## src/rtl/usr_io_pkg.sv

```systemverilog
// Shared types and constants for the user key/switch input conditioner.
package usr_io_pkg;

    // Per-channel debounce state.
    typedef enum logic [1:0] {
        ST_IDLE         = 2'd0,
        ST_PRESS_WAIT   = 2'd1,
        ST_PRESSED      = 2'd2,
        ST_RELEASE_WAIT = 2'd3
    } chan_state_e;

    // Default windows for a 50 MHz clock: 20 ms debounce, 1 s long press.
    localparam int DB_CYCLES_50M   = 32'd1_000_000;
    localparam int LONG_CYCLES_50M = 32'd50_000_000;

    // Counter width needed to reach terminal-1; never narrower than one bit.
    function automatic int cnt_width(input int terminal);
        return (terminal < 32'sd2) ? 32'sd1 : $clog2(terminal);
    endfunction

endpackage

```

## src/rtl/usr_debounce_chan.sv

```systemverilog
// One input channel: 2-flop synchronizer, debounce FSM and optional
// long-press timer. All outputs are driven straight from flops.
module usr_debounce_chan
    import usr_io_pkg::*;
#(
    parameter int DB_CYCLES    = DB_CYCLES_50M,
    parameter int LONG_CYCLES  = LONG_CYCLES_50M,
    parameter bit LONG_EN      = 1'b1,
    parameter bit ACTIVE_LOW   = 1'b1,
    parameter bit SYNC_RST_VAL = 1'b1
) (
    input  logic clk,
    input  logic rst_n,
    input  logic raw,
    output logic level,
    output logic pulse_press,
    output logic pulse_rel,
    output logic pulse_long
);

    localparam int DB_W   = cnt_width(DB_CYCLES);
    localparam int LONG_W = cnt_width(LONG_CYCLES);
    localparam logic [DB_W-1:0]   DB_LAST   = DB_W'(DB_CYCLES - 1);
    localparam logic [LONG_W-1:0] LONG_LAST = LONG_W'(LONG_CYCLES - 1);

    logic [1:0]        sync_r;
    logic              active_s;
    chan_state_e       state_r,     state_s;
    logic [DB_W-1:0]   db_cnt_r,    db_cnt_s;
    logic [LONG_W-1:0] long_cnt_r,  long_cnt_s;
    logic              long_done_r, long_done_s;
    logic              level_r,     level_s;
    logic              press_r,     press_s;
    logic              rel_r,       rel_s;
    logic              long_r,      long_s;

    // Two-flop synchronizer; resets to the pin's idle level so reset never
    // looks like an input edge.
    always_ff @(posedge clk or negedge rst_n) begin
        if (!rst_n) begin
            sync_r <= {2{SYNC_RST_VAL}};
        end else begin
            sync_r <= {sync_r[0], raw};
        end
    end

    // Internal polarity: 1 means the user is actuating the input.
    assign active_s = ACTIVE_LOW ? ~sync_r[1] : sync_r[1];

    // State, counters and registered outputs.
    always_ff @(posedge clk or negedge rst_n) begin
        if (!rst_n) begin
            state_r     <= ST_IDLE;
            db_cnt_r    <= '0;
            long_cnt_r  <= '0;
            long_done_r <= 1'b0;
            level_r     <= 1'b0;
            press_r     <= 1'b0;
            rel_r       <= 1'b0;
            long_r      <= 1'b0;
        end else begin
            state_r     <= state_s;
            db_cnt_r    <= db_cnt_s;
            long_cnt_r  <= long_cnt_s;
            long_done_r <= long_done_s;
            level_r     <= level_s;
            press_r     <= press_s;
            rel_r       <= rel_s;
            long_r      <= long_s;
        end
    end

    // Next-state logic; pulses default low so each fires for one cycle only.
    always_comb begin
        state_s     = state_r;
        db_cnt_s    = db_cnt_r;
        long_cnt_s  = long_cnt_r;
        long_done_s = long_done_r;
        level_s     = level_r;
        press_s     = 1'b0;
        rel_s       = 1'b0;
        long_s      = 1'b0;

        case (state_r)
            ST_IDLE: begin
                if (active_s) begin
                    state_s  = ST_PRESS_WAIT;
                    db_cnt_s = '0;
                end else begin
                    state_s  = ST_IDLE;
                end
            end

            ST_PRESS_WAIT: begin
                if (!active_s) begin
                    state_s = ST_IDLE;
                end else if (db_cnt_r == DB_LAST) begin
                    state_s = ST_PRESSED;
                    level_s = 1'b1;
                    press_s = 1'b1;
                end else begin
                    db_cnt_s = db_cnt_r + DB_W'(1);
                end
            end

            ST_PRESSED: begin
                // Long timer saturates at its terminal value; the done flag
                // limits it to one pulse per press.
                if (LONG_EN && !long_done_r) begin
                    if (long_cnt_r == LONG_LAST) begin
                        long_s      = 1'b1;
                        long_done_s = 1'b1;
                    end else begin
                        long_cnt_s  = long_cnt_r + LONG_W'(1);
                    end
                end else begin
                    long_cnt_s = long_cnt_r;
                end
                if (!active_s) begin
                    state_s  = ST_RELEASE_WAIT;
                    db_cnt_s = '0;
                end else begin
                    state_s  = ST_PRESSED;
                end
            end

            ST_RELEASE_WAIT: begin
                // A bounce back to active resumes the hold; the long timer
                // keeps its value rather than restarting.
                if (active_s) begin
                    state_s = ST_PRESSED;
                end else if (db_cnt_r == DB_LAST) begin
                    state_s     = ST_IDLE;
                    level_s     = 1'b0;
                    rel_s       = 1'b1;
                    long_cnt_s  = '0;
                    long_done_s = 1'b0;
                end else begin
                    db_cnt_s = db_cnt_r + DB_W'(1);
                end
            end

            default: begin
                state_s     = ST_IDLE;
                db_cnt_s    = '0;
                long_cnt_s  = '0;
                long_done_s = 1'b0;
                level_s     = 1'b0;
            end
        endcase
    end

    assign level       = level_r;
    assign pulse_press = press_r;
    assign pulse_rel   = rel_r;
    assign pulse_long  = long_r;

endmodule

```

## src/rtl/usr_input_cond.sv

```systemverilog
// User key/switch conditioner: one independent debounce channel per pin.
module usr_input_cond
    import usr_io_pkg::*;
#(
    parameter int DB_CYCLES   = DB_CYCLES_50M,
    parameter int LONG_CYCLES = LONG_CYCLES_50M,
    parameter int N_KEY       = 3,
    parameter int N_SW        = 3
) (
    input  logic             fpga_clk_50,
    input  logic             fpga_rst_n,
    input  logic [N_KEY-1:0] usr_key_i,
    input  logic [N_SW-1:0]  usr_sw_i,
    output logic [N_KEY-1:0] key_level_o,
    output logic [N_KEY-1:0] key_press_o,
    output logic [N_KEY-1:0] key_release_o,
    output logic [N_KEY-1:0] key_long_o,
    output logic [N_SW-1:0]  sw_level_o,
    output logic [N_SW-1:0]  sw_change_o
);

    logic [N_SW-1:0] sw_press_s;
    logic [N_SW-1:0] sw_rel_s;
    logic [N_SW-1:0] sw_long_s;

    // Keys: low-active pins, synchronizers idle high, long-press enabled.
    for (genvar gi = 0; gi < N_KEY; gi++) begin : g_key
        usr_debounce_chan #(
            .DB_CYCLES   (DB_CYCLES),
            .LONG_CYCLES (LONG_CYCLES),
            .LONG_EN     (1'b1),
            .ACTIVE_LOW  (1'b1),
            .SYNC_RST_VAL(1'b1)
        ) u_chan (
            .clk        (fpga_clk_50),
            .rst_n      (fpga_rst_n),
            .raw        (usr_key_i[gi]),
            .level      (key_level_o[gi]),
            .pulse_press(key_press_o[gi]),
            .pulse_rel  (key_release_o[gi]),
            .pulse_long (key_long_o[gi])
        );
    end

    // Switches: high-active pins, synchronizers idle low, no long timer.
    for (genvar gi = 0; gi < N_SW; gi++) begin : g_sw
        usr_debounce_chan #(
            .DB_CYCLES   (DB_CYCLES),
            .LONG_CYCLES (LONG_CYCLES),
            .LONG_EN     (1'b0),
            .ACTIVE_LOW  (1'b0),
            .SYNC_RST_VAL(1'b0)
        ) u_chan (
            .clk        (fpga_clk_50),
            .rst_n      (fpga_rst_n),
            .raw        (usr_sw_i[gi]),
            .level      (sw_level_o[gi]),
            .pulse_press(sw_press_s[gi]),
            .pulse_rel  (sw_rel_s[gi]),
            .pulse_long (sw_long_s[gi])
        );
    end

    // Either debounced edge is a change. The long pulse is held at zero in
    // switch channels, so folding it in never adds an event.
    assign sw_change_o = sw_press_s | sw_rel_s | sw_long_s;

endmodule
```

## config.mk

```make
export PLATFORM = sky130hd
export DESIGN_NAME = usr_input_cond
export DESIGN_NICKNAME = d
export VERILOG_FILES = /design/src/rtl/usr_io_pkg.sv /design/src/rtl/usr_debounce_chan.sv /design/src/rtl/usr_input_cond.sv
export SDC_FILE = /design/constraint.sdc
export NUM_CORES = 1
export LEC_CHECK = 0
export ABC_AREA = 1
export CAP_MARGIN = 20
export CORE_ASPECT_RATIO = 0.5
export CORE_MARGIN = 4
export CORE_UTILIZATION = 45
export CTS_BUF_LIST = sky130_fd_sc_hd__clkbuf_16
export DETAILED_ROUTE_END_ITERATION = 10
export GPL_TIMING_DRIVEN = 0
export PLACE_DENSITY = 0.66
export SYNTH_ARGS = -nofsm -noshare
export SYNTH_HDL_FRONTEND = slang
export SYNTH_HIERARCHICAL = 1
export SYNTH_SLANG_ARGS = --single-unit
```

## constraint.sdc

```tcl
create_clock -name fpga_clk_50 -period 2.17 [get_ports fpga_clk_50]
set_clock_uncertainty 0.1 [all_clocks]
set_input_delay 0.434 -clock fpga_clk_50 [delete_from_list [all_inputs] [get_ports fpga_clk_50]]
set_output_delay 0.434 -clock fpga_clk_50 [all_outputs]
set_load 0.02 [all_outputs]
```

==> flow_summary.json, run 1 <==
{
  "timing.critical_path.arrival_ns": 1.57,
  "cts_tree": "yes",
  "worstRegToRegCells": 11,
  "run_status": "finished, final reports clean",
  "yosys_register_bits": 246,
  "postSynthCellCount": 2355,
  "vias": 14447,
  "final_common_cell": "sky130_fd_sc_hd__nand2_1",
  "post_drt_wl_per_cell_um": 12.6,
  "placeableCoreArea_mm2": 0.0347,
  "hold-worst-slack_ns": 0.205,
  "crit_path_cell_trace": "clkdlybuf4s50_1",
  "number_of_cts_inserted_buffers": 24,
  "clkTransAtPathRegs_ns": 0.06,
  "min_tclk_post_route_ns": 2.11,
  "dpl_worst_slack_ns": -0.0281,
  "grt_start_max_net_pins": 99,
  "maxCapViolCount": 0,
  "critical_path_class": "flop to primary output",
  "power-per-cell-area_mw_per_mm2": 546,
  "worst_hold_path_type": "input pin to flop",
  "postPlaceCellArea_mm2": 0.0168,
  "fillCellCount": 3487,
  "max_clock_freq_mhz": 475,
  "firstDrtPassIters": 5,
  "syn_to_final_growth_pct": 10.8,
  "reg2reg_from": "g_key[0].u_chan/long_cnt_r[0]",
  "die_boundary_height_um": 141,
  "worst_slack_ns": 0.0627,
  "layout.cells.most_common_list": "sky130_fd_sc_hd__nand2_1 (756), sky130_fd_sc_hd__nor2_1 (376), sky130_fd_sc_hd__dfrtp_1 (240), sky130_fd_sc_hd__inv_1 (219), sky130_fd_sc_hd__nand3_1 (193)",
  "vdd.ir_drop.worst_mv": 0.463,
  "timing.slew.headroom": 0.619,
  "setup_violations": 0,
  "grt_antenna_before_repair": 0,
  "worstSetupPathDepth": 1,
  "drcViolationCount": 0,
  "slowest_delay_ns": 0.63,
  "period_share": 0.971,
  "grt_overall_usage": 0.194,
  "global_route.overflow_total": 0,
  "layout.cell_area.non_filler_mm2": 0.0176,
  "max_transition_viols_final": 0,
  "mappedNetlistArea_mm2": 0.0159,
  "worstHoldStart": "usr_key_i[2]",
  "clk_latency_ns": 0.53,
  "rsz0062_at_grt": "false",
  "critPathLaunch": "g_key[2].u_chan/level",
  "syn-mean-instance-area_um2": 6.76,
  "critical_path_required_ns": 1.64,
  "drtAntennaViolNets": 0,
  "power.leakage_uw": 0.00798,
  "yosysSeqAreaShare": 0.387,
  "cpLargestDelayFamily": "buffers and inverters",
  "fin_total_pwr_uw": 9630,
  "initial_util": 0.459,
  "ctsLongestPathBuffers": 3,
  "multi_input_area_mm2": 0.00855,
  "critical_path_startpoint_category": "flop",
  "worst_slew_pin_slew_ns": 0.572,
  "tritoncts_sink_count": 246,
  "design.die.area_mm2": 0.0386,
  "path_max_fanout": 2,
  "grt_pass1_vias": 13715,
  "worst_setup_path_endpoint": "key_level_o[2]",
  "core.rowCount": 48,
  "final_net_count": 2427,
  "rrSetupSlack_ns": 0.18,
  "die_x_um": 274,
  "detailedPlacementHpwl_um": 27100,
  "drive_gt1_frac": 0.0927,
  "buffer_ports.inserted": 25,
  "cpMaxStageDelayCell": "sky130_fd_sc_hd__clkdlybuf4s50_1",
  "synth_cell_type_count": 44,
  "seq_area_mm2": 0.00616,
  "route.detailed.vias_per_inst": 4.98,
  "min_path_cells": 1,
  "grt_first_pass_wirelength_um": 64500,
  "htreeDepth": 1,
  "insertedDiodeCount": 0,
  "syn-num-nets": 2372,
  "yosysWarnings": 6,
  "design.portCount": 26,
  "drt_iter0_drc": 974,
  "gp_routability_congestion": 0.919,
  "kind_of_end_point_of_the_critical_path": "primary output",
  "clockRootBuffer": "sky130_fd_sc_hd__clkbuf_16",
  "r2r_end": "g_key[0].u_chan/long_cnt_r[3]",
  "route.final.wire_length_um": 36700,
  "final.setup.tns_ns": 0,
  "worstPathBufferInverterCount": 1,
  "finalHoldViolations": 0
}
[layer usage]
metal / share of wire / wire (um) / GRT usage / vias up
li1: - / - / - / 7569
met1: 0.50 / 18200 / 0.273 / 6665
met2: 0.45 / 16700 / 0.325 / 176
met3: 0.030 / 1110 / 0.0241 / 37
met4: 0.017 / 642 / 0.0398 / 0
met5: 0 / 0 / 0 / -
[report_power, final]
group	internal, uW	switching (uW)	total (uW)
Clock	2320	1820	4140
Sequential	4700	117	4820
Combinational	215	458	673
Total	7230	2400	9630
[area by class of cell]
type,count,share of cell area
Timing Repair Buffer,29,0.0187
Clock buffer,25,0.0355
Sequential cell,246,0.349
Multi-Input combinational cell,1824,0.484
Clock inverter,19,0.00780
Inverter,237,0.0506
Tap cell,475,0.0337
Buffer,48,0.0199
[state kept, by name, summed over array words and instances, names as in the netlist, named ones only]
signal / cells
g_key.u_chan/long_cnt_r: 78
g_key.u_chan/db_cnt_r: 60
g_sw.u_chan/db_cnt_r: 60
g_key.u_chan/sync_r: 6
g_sw.u_chan/sync_r: 6
g_key.u_chan/level: 3
g_key.u_chan/long_done_r: 3
g_key.u_chan/pulse_long: 3
g_key.u_chan/pulse_press: 3
g_key.u_chan/pulse_rel: 3
g_key.u_chan/state_r: 3
g_sw.u_chan/level: 3
g_sw.u_chan/pulse_press: 3
g_sw.u_chan/pulse_rel: 3
g_sw.u_chan/state_r: 3
[logic make-up after synthesis]
| group | Yosys count | synth area share |
|---|---|---|
| compound gates | 220 | 0.0763 |
| xor+xnor | 69 | 0.0380 |
| fa+ha+maj | 9 | 0.00707 |
| buf+inv | 285 | 0.0779 |
| flops | 246 | 0.387 |
| other cells | 3 | 0.000707 |
| simple gates | 1523 | 0.413 |
[timing repair]
item	in CTS	in global routing
endpoints found under the hold margin	72	0
hold buffers	1	0
setup buffers	0	1
endpoints found under the setup margin	12	42
gates resized for setup	2	10
[worst min-delay path by stage]
stage,endpoint,slack (ns)
2_1_floorplan,asynchronous set/reset pin,0.04
3_3_place_gp,g_sw[1].u_chan/sync_r[1],0.24
3_5_place_dp,g_sw[2].u_chan/sync_r[1],0.24
4_1_cts,g_key[2].u_chan/sync_r[0],0.18
5_1_grt,g_key[0].u_chan/sync_r[0],0.19
6_report,g_key[2].u_chan/sync_r[0],0.21
[Yosys cell counts, drive strengths merged]
library cell  count  area (um2)
o22ai             9        62.6
dfrtp           240        6010
nor3             45         225
xnor2            18         158
nand4            33         206
nand3b            6        45.0
nor4              6        37.5
a21oi            15        78.8
and2              1        6.26
inv             234         878
nand2           807        3200
nand3           205        1080
o21ai           181         955
ha                9         113
or2               5        31.3
dfstp             6         158
clkbuf           11        43.8
nor2            412        1720
a31oi             1        6.26
buf              37         307
clkinv            3        11.3
o211ai            3        22.5
o21bai           11        90.1
conb              3        11.3
nor3b             3        27.5
xor2             51         447
[through the flow]
stage	utilization	cells
after floorplan	-	2355
after global placement	0.484	2855
after detailed placement	0.485	2857
after CTS	0.508	2902
after global routing	0.509	2903
final	0.509	2903
No activity file was read; power rests on OpenSTA's default activity.
==> inputs of run 2 (changes only) <==
Settings changed: HOLD_SLACK_MARGIN from default to 0.05.
==> results of run 2 <==
Final layout, timing and power as in run 1 (identical DEF).
==> inputs of run 3 (changes only) <==
Settings changed: HOLD_SLACK_MARGIN 0.05 to default.
==> results of run 3 <==
Final layout, timing and power as in run 1 (identical DEF).
